===== src/rtl/load_extend_ctrl.sv =====
// rtl/load_extend_ctrl.sv - single-outstanding MIPS load sequencer with lane select and extension

// Widens an IN_W-bit value to OUT_W bits, replicating the MSB when is_signed is set.
module sign_extend #(
    parameter int IN_W  = 8,
    parameter int OUT_W = 32
) (
    input  logic [IN_W-1:0]  data,
    input  logic             is_signed,
    output logic [OUT_W-1:0] result
);

    // Fill the upper bits with the sign bit or with zeros.
    always_comb begin
        result = {{(OUT_W-IN_W){is_signed & data[IN_W-1]}}, data};
    end

endmodule

module load_extend_ctrl #(
    parameter int DATA_WIDTH = 32,
    parameter int ADDR_WIDTH = 32
) (
    input  logic                  clk,
    input  logic                  rst_n,
    input  logic                  req_valid,
    output logic                  req_ready,
    input  logic [ADDR_WIDTH-1:0] req_addr,
    input  logic [1:0]            req_size,
    input  logic                  req_unsigned,
    output logic                  mem_rd_en,
    output logic [ADDR_WIDTH-1:0] mem_addr,
    input  logic [DATA_WIDTH-1:0] mem_rd_data,
    output logic                  resp_valid,
    input  logic                  resp_ready,
    output logic [DATA_WIDTH-1:0] resp_data,
    output logic                  resp_err
);

    localparam logic [1:0] SIZE_BYTE = 2'b00;
    localparam logic [1:0] SIZE_HALF = 2'b01;
    localparam logic [1:0] SIZE_WORD = 2'b10;

    typedef enum logic [1:0] {
        IDLE    = 2'd0,
        READ    = 2'd1,
        CAPTURE = 2'd2,
        RESP    = 2'd3
    } state_t;

    state_t     state;
    logic [1:0] lane_q;
    logic [1:0] size_q;
    logic       unsigned_q;

    logic                  req_bad;
    logic [7:0]            byte_lane;
    logic [15:0]           half_lane;
    logic [DATA_WIDTH-1:0] byte_ext;
    logic [DATA_WIDTH-1:0] half_ext;
    logic [DATA_WIDTH-1:0] load_result;

    // Illegal size or a half/word request whose low address bits break natural alignment.
    always_comb begin
        req_bad = 1'b0;
        case (req_size)
            SIZE_BYTE: req_bad = 1'b0;
            SIZE_HALF: req_bad = req_addr[0];
            SIZE_WORD: req_bad = |req_addr[1:0];
            default:   req_bad = 1'b1;
        endcase
    end

    // Little-endian lane pick from the returned word using the captured low address bits.
    always_comb begin
        byte_lane = mem_rd_data[8*lane_q +: 8];
        half_lane = lane_q[1] ? mem_rd_data[31:16] : mem_rd_data[15:0];
    end

    sign_extend #(.IN_W(8), .OUT_W(DATA_WIDTH)) u_ext_byte (
        .data      (byte_lane),
        .is_signed (~unsigned_q),
        .result    (byte_ext)
    );

    sign_extend #(.IN_W(16), .OUT_W(DATA_WIDTH)) u_ext_half (
        .data      (half_lane),
        .is_signed (~unsigned_q),
        .result    (half_ext)
    );

    // Choose the extended lane by access size; word loads pass straight through.
    always_comb begin
        load_result = mem_rd_data;
        case (size_q)
            SIZE_BYTE: load_result = byte_ext;
            SIZE_HALF: load_result = half_ext;
            default:   load_result = mem_rd_data;
        endcase
    end

    // Request/read/capture/response sequencer with all outputs registered.
    always_ff @(posedge clk or negedge rst_n) begin
        if (!rst_n) begin
            state      <= IDLE;
            req_ready  <= 1'b1;
            mem_rd_en  <= 1'b0;
            mem_addr   <= '0;
            resp_valid <= 1'b0;
            resp_data  <= '0;
            resp_err   <= 1'b0;
            lane_q     <= 2'b00;
            size_q     <= 2'b00;
            unsigned_q <= 1'b0;
        end else begin
            case (state)
                IDLE: begin
                    if (req_valid && req_ready) begin
                        lane_q     <= req_addr[1:0];
                        size_q     <= req_size;
                        unsigned_q <= req_unsigned;
                        req_ready  <= 1'b0;
                        if (req_bad) begin
                            // Rejected requests never touch memory.
                            resp_valid <= 1'b1;
                            resp_err   <= 1'b1;
                            resp_data  <= '0;
                            state      <= RESP;
                        end else begin
                            mem_rd_en <= 1'b1;
                            mem_addr  <= {req_addr[ADDR_WIDTH-1:2], 2'b00};
                            state     <= READ;
                        end
                    end
                end
                READ: begin
                    mem_rd_en <= 1'b0;
                    state     <= CAPTURE;
                end
                CAPTURE: begin
                    resp_data  <= load_result;
                    resp_err   <= 1'b0;
                    resp_valid <= 1'b1;
                    state      <= RESP;
                end
                RESP: begin
                    if (resp_ready) begin
                        resp_valid <= 1'b0;
                        req_ready  <= 1'b1;
                        state      <= IDLE;
                    end
                end
                default: state <= IDLE;
            endcase
        end
    end

endmodule


===== config.mk =====
export PLATFORM = sky130hd
export DESIGN_NAME = load_extend_ctrl
export DESIGN_NICKNAME = d
export VERILOG_FILES = /design/src/rtl/load_extend_ctrl.sv
export SDC_FILE = /design/constraint.sdc
export NUM_CORES = 1
export LEC_CHECK = 0
export ABC_AREA = 1
export BUFFER_PORTS_ARGS = -buffer_cell sky130_fd_sc_hd__buf_4
export CAP_MARGIN = 25
export CORE_AREA = 2 2 119 110
export CTS_BUF_LIST = sky130_fd_sc_hd__clkbuf_8
export CTS_CLUSTER_DIAMETER = 50
export DETAILED_ROUTE_END_ITERATION = 10
export DIE_AREA = 0 0 121 112
export HOLD_SLACK_MARGIN = 0.05
export PLACE_DENSITY = 0.64
export SLEW_MARGIN = 20
export SYNTH_ARGS = -nofsm -noshare
export SYNTH_HDL_FRONTEND = slang
export SYNTH_SLANG_ARGS = --single-unit

===== constraint.sdc =====
create_clock -name clk -period 2.78 [get_ports clk]
set_input_delay 0.556 -clock clk [delete_from_list [all_inputs] [get_ports clk]]
set_output_delay 0.556 -clock clk [all_outputs]
set_load 0.01 [all_outputs]

======== Yosys cells after proc, flatten, opt, wreduce, memory -nomap -nowiden ========
Index checks and enable logic that the tools add are counted.
cells by class
  equal/unequal tests ..................... 10
  shift-type cells ........................ 1
  muxes and demuxes ....................... 21
  bitwise logic cells ..................... 4
  reduce and logical (&&, ||, !) cells .... 16
operator list
  cell                number
  $pmux 32 s2         2
  $mux 32             2
  $shiftx 32x6->8     1
  $mux 16             1
  $reduce_and 3->1    4
  $ne 2x2->1 const B  4
  $pmux 2 s4          1
  $mux 1              7
  $eq 2x1->1 const B  3
  $eq 2x2->1 const B  3
  $logic_not 2->1     3
  $mux 2              3
  $pmux 1 s2          3
  $pmux 1 s3          2
  $reduce_bool 2->1   3
  $reduce_and 2->1    2
  $reduce_and 4->1    1
  $reduce_bool 3->1   1
  $and 1x1->1         2
  $not 1->1           2
  $reduce_or 2->1     1
  $logic_and 1x1->1   1
storage, ports and cells
  bits in registers ....................... 73
  input port bits ......................... 71
  output and inout bits ................... 68
  logic and storage cells ................. 62

======== Longest topological paths before layout ========
Gate-level depths: netlist of run 1.
  depth in word-level cells ............... 5
  depth in mapped cells ................... 11
  depth with buffers taken out ............ 9

======== By module ========
A second synthesis of run 1 with hierarchy kept.
unflattened totals
  cell total of the unflattened synthesis .. 701
  area total of the unflattened synthesis .. 4693.3 um2
by module, submodules not included
  module            times used  cells an instance  area each (um2)  seq. area each (um2)
  load_extend_ctrl  1           635                4212.8           1828.0
  sign_extend       2           33                 240.2            0.0

======== Worst setup path after synthesis of run 1 ========
Ideal clock, no wire load.
  kind .................................... flip-flop to flip-flop
  start point ............................. register state[0]
  end point ............................... register resp_data[16]
  setup time .............................. 116 ps
  data arrival time ....................... 1469 ps
  data required time ...................... 2664 ps
  setup slack ............................. 1194 ps
  stages on the path, launching flop included .. 11
  path buffers ............................ 2
  clock period less this slack ............ 1586 ps
  cell sequence ........................... dfrtp_1 inv_1 ha_1 buf_4 nor2_2 a21oi_2 nand3_2 clkbuf_1 nor2_1 nand2_1 nand2_1
on the way
  word-level cells in the longest chain between the ends .. 3
  elaborated cells on any way between the ends .. 7
  those cells by class .................... eq/ne: 3; mux: 1; reduce/logical: 3
RTL lines
  what                                                              line  source
  start: declaration                                                51    state_t state;
  start signal: assignment                                          105   state <= IDLE;
  start signal: assignment                                          128   state <= RESP;
  start signal: assignment                                          132   state <= READ;
  $eq 2x2->1 or $logic_not 2->1 (tied branches)                     116   case (state)
  $reduce_bool 2->1 (no source line) or $ne 2x2->1 (tied branches)  -
  $reduce_and 3->1 (no source line)                                 -
  end signal: assignment                                            141   resp_data <= load_result;
  end: declaration                                                  36    output logic [DATA_WIDTH-1:0] resp_data,
Several ways; a longest one is shown, not always the timed one.
A chain may end at the register's enable or synchronous reset.

======== Worst setup path after layout of run 1 ========
  start point ............................. register state[0]
  end point ............................... register resp_data[17]
The elaborated chain is that of the path after synthesis.

==> impl_metrics.csv, run 1 <==
group,metric,value,unit
cts,cts-htree-levels,3,
detailed_routing,drt.antenna.violating_nets,0,
logic_synthesis,syn_area_per_cell,7.28,sq um
power_and_ir_drop,leakagePower,2.90,nW
cts,ctsHoldBuffers,0,
detailed_routing,drt-initial-drc-count,180,
timing,fmax,497,MHz
global_route,grt_antenna_before_repair,0,
timing,fin_ws,770,ps
logic_synthesis,synth_top_area_share,49.7,%
timing,clock_skew,6.40,ps
detailed_routing,drc,0,
floorplan,boundaryPins,139,
setup_path,r2r-start,"state[0]$_DFFE_PN0P_",
logic_synthesis,yosysMostFrequentCell,"nand2_1",
layout,num-nets-final,706,
setup_path,setup.worst_path.end,"resp_data[17]$_DFFE_PN0P_",
logic_synthesis,ys_ff_latch,73,
cts,cts-buffers-inserted,9,
timing,slew_headroom,60.5,%
timing,fin_crit,2010,ps
detailed_routing,first_pass_iters,5,
logic_synthesis,synth-edff-count,0,
cts,cts.repair.resized,0,
setup_path,cp_max_fo,22,
layout,postLayoutCellArea,4980,sq um
min_path,hp-class,"in -> async",
power_and_ir_drop,p_per_area,1020,nW/um^2
logic_synthesis,synth_cells,498,
timing,rsz0062_at_grt,"no",
floorplan,die_area,13600,sq um
logic_synthesis,yosysSeqAreaShare,50.4,%
setup_path,reg2reg_slack,770,ps
placement,place_congestion,0.865,
timing,period_share,72.3,%
logic_synthesis,yosys-top-cells-count,"nand2_1 (282), dfrtp_1 (72), nor2_1 (50)",
cts,cts.sinks,73,
placement,dp_slack,780,ps
cts,cts_buffer_depth,2,
logic_synthesis,synth_compound_area_share,2.59,%
floorplan,core,12300,sq um
global_route,grtUsageMet1,20.7,%
global_route,grt_max_degree,74,
logic_synthesis,synth.distinct_cells,25,
logic_synthesis,yosys.area_share.simple,40.1,%
logic_synthesis,async_flop_share,100,%
timing,tightest_slew,593,ps
layout,layout-drive-gt1-share,27.1,%
placement,place_hpwl,7960,um
logic_synthesis,synthXorXnorAreaFrac,0,%
logic_synthesis,synth.largest_area_cell,"dfrtp_1",
logic_synthesis,synth_fa_ha_area_share,1.73,%
logic_synthesis,synth_mux_area_share,0,%
setup_path,critPathRequiredTime,3070,ps
cts,cts.clk_slew.worst_paths,80,ps
layout,diodes,0,
global_route,grt_first_pass_wirelength,17300,um
cts,cts_tree,"done",
detailed_routing,vias,3588,
setup_path,cp-end-kind,"flip-flop",
floorplan,rows,39,
floorplan,die_w,121,um
logic_synthesis,synth_top_family_by_area,"simple AND/OR/NAND/NOR gates",
global_route,track_usage,16.2,%
layout,area_growth,37.3,%
logic_synthesis,mappedNetlistArea,3620,sq um
logic_synthesis,synthTopCellsByArea,"dfrtp_1 (50%), nand2_1 (29%), nor2_1 (5.2%)",
setup_path,r2r-end,"resp_data[17]$_DFFE_PN0P_",
run_status,status,"completed",
global_route,busiest_layer,"met2",
layout,post-route-util,40.3,%
placement,portBuffers,136,
setup_path,path_class,"reg -> reg",
timing,finalHoldViolCount,0,
detailed_routing,viasPerCell,4.49,
power_and_ir_drop,vdd_drop_max,0.418,mV
timing,setup_viol_count_final,0,
run,drv_cap,0,
setup_path,critPathLaunch,"state[0]$_DFFE_PN0P_",
logic_synthesis,yosysWarnings,0,
setup_path,rr_worst_depth,7,
global_route,gr-usage-met3,6.10,%
cts,root_buffer,"clkbuf_8",
setup_path,crit_path_start_kind,"flip-flop",
detailed_routing,drt_wl_total,10600,um
cts,post_cts_buffers,0,
timing,fin_tns_setup,0,ps
global_route,grt_overflow,0,
global_route,met2_usage,25.8,%
setup_path,crit_arrival,2300,ps
global_route,grt_pass1_vias,3556,
floorplan,initial_utilization,29.4,%
cts,clock_latency,350,ps
detailed_routing,wl_per_cell,13.3,um
timing,whs,67.9,ps
timing,slew_violations,0,
floorplan,die_h,112,um
placement,dpl_cell_area,4780,sq um
logic_synthesis,synthFlopType,"dfrtp_1",
-- state kept, by name, summed over array words and instances (netlist names) --
register,count
state,2
req_ready,1
resp_valid,1
size_q,2
mem_addr,30
lane_q,2
resp_data,32
mem_rd_en,1
resp_err,1
unsigned_q,1
-- critical path, stage by stage (launching register included) --
cell and delay [ps]:
dfrtp_1 410, inv_1 130, ha_1 370, nand2_1 170, nand2_1 340, buf_4 350, nand2_1 100, nand2_1 70
-- area by class of cell --
type | count | area [sq um]
sequential | 73 | 1830
clock inverter | 7 | 48.8
fill | 1318 | 7370
inverter | 17 | 68.8
clock buffer | 9 | 124
multi-input combinational | 387 | 1620
tap | 164 | 205
timing repair buffer | 142 | 1090
-- per-layer routing --
layer | up-vias | wire length [um] | part of all wire (%)
li1 | 1772 | - | -
met1 | 1674 | 4700 | 44
met3 | 5 | 979 | 9.2
met4 | 0 | 70 | 0.66
met2 | 137 | 4880 | 46
met5 | - | 0 | 0
-- cell usage in the layout (no fill, tap or decap), types with 2 or more instances in the layout --
cell type and n:
nand2_1 282, buf_4 141, dfrtp_1 72, nor2_1 50, nand3_1 21, inv_1 15, o21ai_0 11, clkbuf_8 9
ha_1 5, a21oi_1 3, clkinvlp_4 3, inv_4 2, nand2_4 2, nand2_2 2, nor2_2 2, a22oi_1 2
conb_1 2, clkinv_4 2
-- worst min path at each step --
stage | to | slack [ps] | start
2_1_floorplan | lane_q[0]$_DFFE_PN0P_ | 260 | rst_n
3_3_place_gp | mem_addr[7]$_DFFE_PN0P_ | 460 | mem_addr[7]$_DFFE_PN0P_
3_5_place_dp | mem_addr[3]$_DFFE_PN0P_ | 470 | mem_addr[3]$_DFFE_PN0P_
4_1_cts | lane_q[0]$_DFFE_PN0P_ | 370 | rst_n
5_1_grt | resp_data[14]$_DFFE_PN0P_ | 60 | rst_n
6_report | resp_data[9]$_DFFE_PN0P_ | 70 | rst_n
-- power by group --
part / switching, W / internal [W]
registers: 0.000296 / 0.00150
clock network: 0.000415 / 0.000321
logic: 0.00151 / 0.00104
-- cell families after synthesis --
logic type | Yosys count
compound gates | 17
fa+ha+maj | 5
buf+inv | 39
flops | 73
other cells | 1
simple gates | 363
-- metrics by stage --
| step | total power, W | instances |
|---|---|---|
| floorplan | 0.00331 | 499 |
| global placement | 0.00431 | 782 |
| detailed placement | 0.00438 | 782 |
| CTS | 0.00515 | 798 |
| global route | 0.00555 | 799 |
| finish | 0.00509 | 799 |
Power figures use the tool's default switching activity.
==> run 2: changes to the inputs <==
clock period = 1.9 ns   (was 2.78 ns; I/O delays follow)
==> impl_metrics.csv, run 2 (same netlist as run 1, synthesis figures left out) <==
group,metric,value,unit
run_status,status,"completed",
layout,most-common-layout-cells,"nand2_1 (282), buf_4 (146), dfrtp_1 (72)",
layout,final_common_cell,"nand2_1",
placement,place_hpwl,7850,um
setup_path,crit_path_start_kind,"flip-flop",
layout,largest_register_ffs,32,
setup_path,reg2reg_slack,170,ps
cts,post_cts_buffers,0,
layout,area_growth,40.7,%
layout,regArea,1830,sq um
layout,n_fill_cell,1257,
timing,setup_viol_count_final,0,
setup_path,r2r-start,"state[0]$_DFFE_PN0P_",
global_route,grt_overflow,0,
cts,clock_latency,350,ps
power_and_ir_drop,p_per_area,1550,nW/um^2
detailed_routing,drt_wl_total,10400,um
cts,cts_tree,"done",
global_route,track_usage,15.7,%
floorplan,rows,39,
timing,period_share,90.9,%
floorplan,initial_utilization,29.4,%
detailed_routing,drt.antenna.violating_nets,0,
timing,rsz0062_at_grt,"no",
timing,fmax,579,MHz
min_path,hp-start,"req_addr[9]",
setup_path,critPathRequiredTime,2190,ps
detailed_routing,wl_per_cell,12.9,um
global_route,grt_max_degree,74,
setup_path,cp-end-kind,"flip-flop",
setup_path,path_class,"reg -> reg",
layout,multi_input_area,1630,sq um
detailed_routing,drt-initial-drc-count,182,
timing,fin_ws,174,ps
floorplan,boundaryPins,139,
cts,root_buffer,"clkbuf_8",
cts,cts-buffers-inserted,9,
layout,layout-drive-gt1-share,27.9,%
cts,cts_buffer_depth,2,
setup_path,critPathLaunch,"state[0]$_DFFE_PN0P_",
floorplan,die_area,13600,sq um
global_route,grt_pass1_vias,3493,
setup_path,crit_arrival,2020,ps
detailed_routing,drc,0,
timing,finalHoldViolCount,0,
global_route,grt_first_pass_wirelength,16800,um
detailed_routing,vias,3574,
timing,fin_crit,1730,ps
run,drv_cap,0,
placement,place_congestion,0.826,
floorplan,die_h,112,um
floorplan,die_w,121,um
layout,diodes,0,
detailed_routing,viasPerCell,4.44,
layout,largest-register,"resp_data",
placement,dp_slack,25.0,ps
timing,slew_violations,0,
layout,num-nets-final,712,
timing,clock_skew,4.67,ps
cts,cts.sinks,73,
placement,portBuffers,136,
setup_path,cp_max_fo,13,
timing,slew_headroom,61.3,%
power_and_ir_drop,vdd_drop_max,0.725,mV
min_path,hp-class,"in -> reg",
timing,tightest_slew,580,ps
detailed_routing,first_pass_iters,4,
cts,cts.clk_slew.worst_paths,80,ps
global_route,grt_antenna_before_repair,0,
layout,largestRegisters,"resp_data x32, mem_addr x30",
timing,fin_tns_setup,0,ps
cts,cts-htree-levels,3,
power_and_ir_drop,leakagePower,2.97,nW
floorplan,core,12300,sq um
run 2: layout make-up:
class | count | area share, %
inverter | 17 | 1.35
clock inverter | 6 | 2.08
multi-input combinational | 387 | 31.9
clock buffer | 10 | 2.70
tap | 164 | 4.02
timing repair buffer | 148 | 22.1
sequential | 73 | 35.8
run 2: metrics by stage:
| step | instance area [sq um] | total power [W] | hold slack (ps) | instances | utilization, % |
|---|---|---|---|---|---|
| floorplan | 3630 | 0.00485 | 84.4 | 499 | - |
| global placement | 4830 | 0.00636 | 427 | 788 | 39.2 |
| detailed placement | 4830 | 0.00645 | 429 | 788 | 39.2 |
| CTS | 5090 | 0.00800 | 188 | 805 | 41.2 |
| global route | 5100 | 0.00859 | 199 | 805 | 41.3 |
| finish | 5100 | 0.00791 | 216 | 805 | 41.3 |
run 2: report_power, final:
part / switching [W] / internal, W
clock: 0.000594 / 0.000901
combinational: 0.00222 / 0.00159
sequential: 0.000406 / 0.00220
run 2: layer usage:
metal | global-route usage (%) | part of all wire (%) | vias to the layer above
met2 | 24.8 | 45 | 150
met1 | 20.1 | 44 | 1629
met4 | 4.88 | 0.88 | 0
met5 | 0 | 0 | -
li1 | - | - | 1786
met3 | 5.74 | 11 | 9
run 2: worst max-delay path: stages (launching register included):
cell	delay, ps
dfrtp_1	410
inv_1	130
ha_2	250
nor2_2	70
a21oi_2	170
nand3_4	170
buf_4	230
nor2_1	110
nand2_1	70
nand2_1	60
run 2: worst paths after layout:
kind,to,cells after the start
max in group asynchronous,req_ready$_DFFE_PN1P_,3
worst min-delay path,mem_addr[9]$_DFFE_PN0P_,3
min in group asynchronous,resp_data[14]$_DFFE_PN0P_,3
worst max-delay path,resp_data[26]$_DFFE_PN0P_,9
worst max register to register,resp_data[26]$_DFFE_PN0P_,9
worst min register to register,resp_data[13]$_DFFE_PN0P_,2
run 2: timing repair:
action	in CTS	in global routing
endpoints found under the hold margin	72	0
resized for setup	0	3
hold buffers	1	0
setup endpoints to repair	0	21
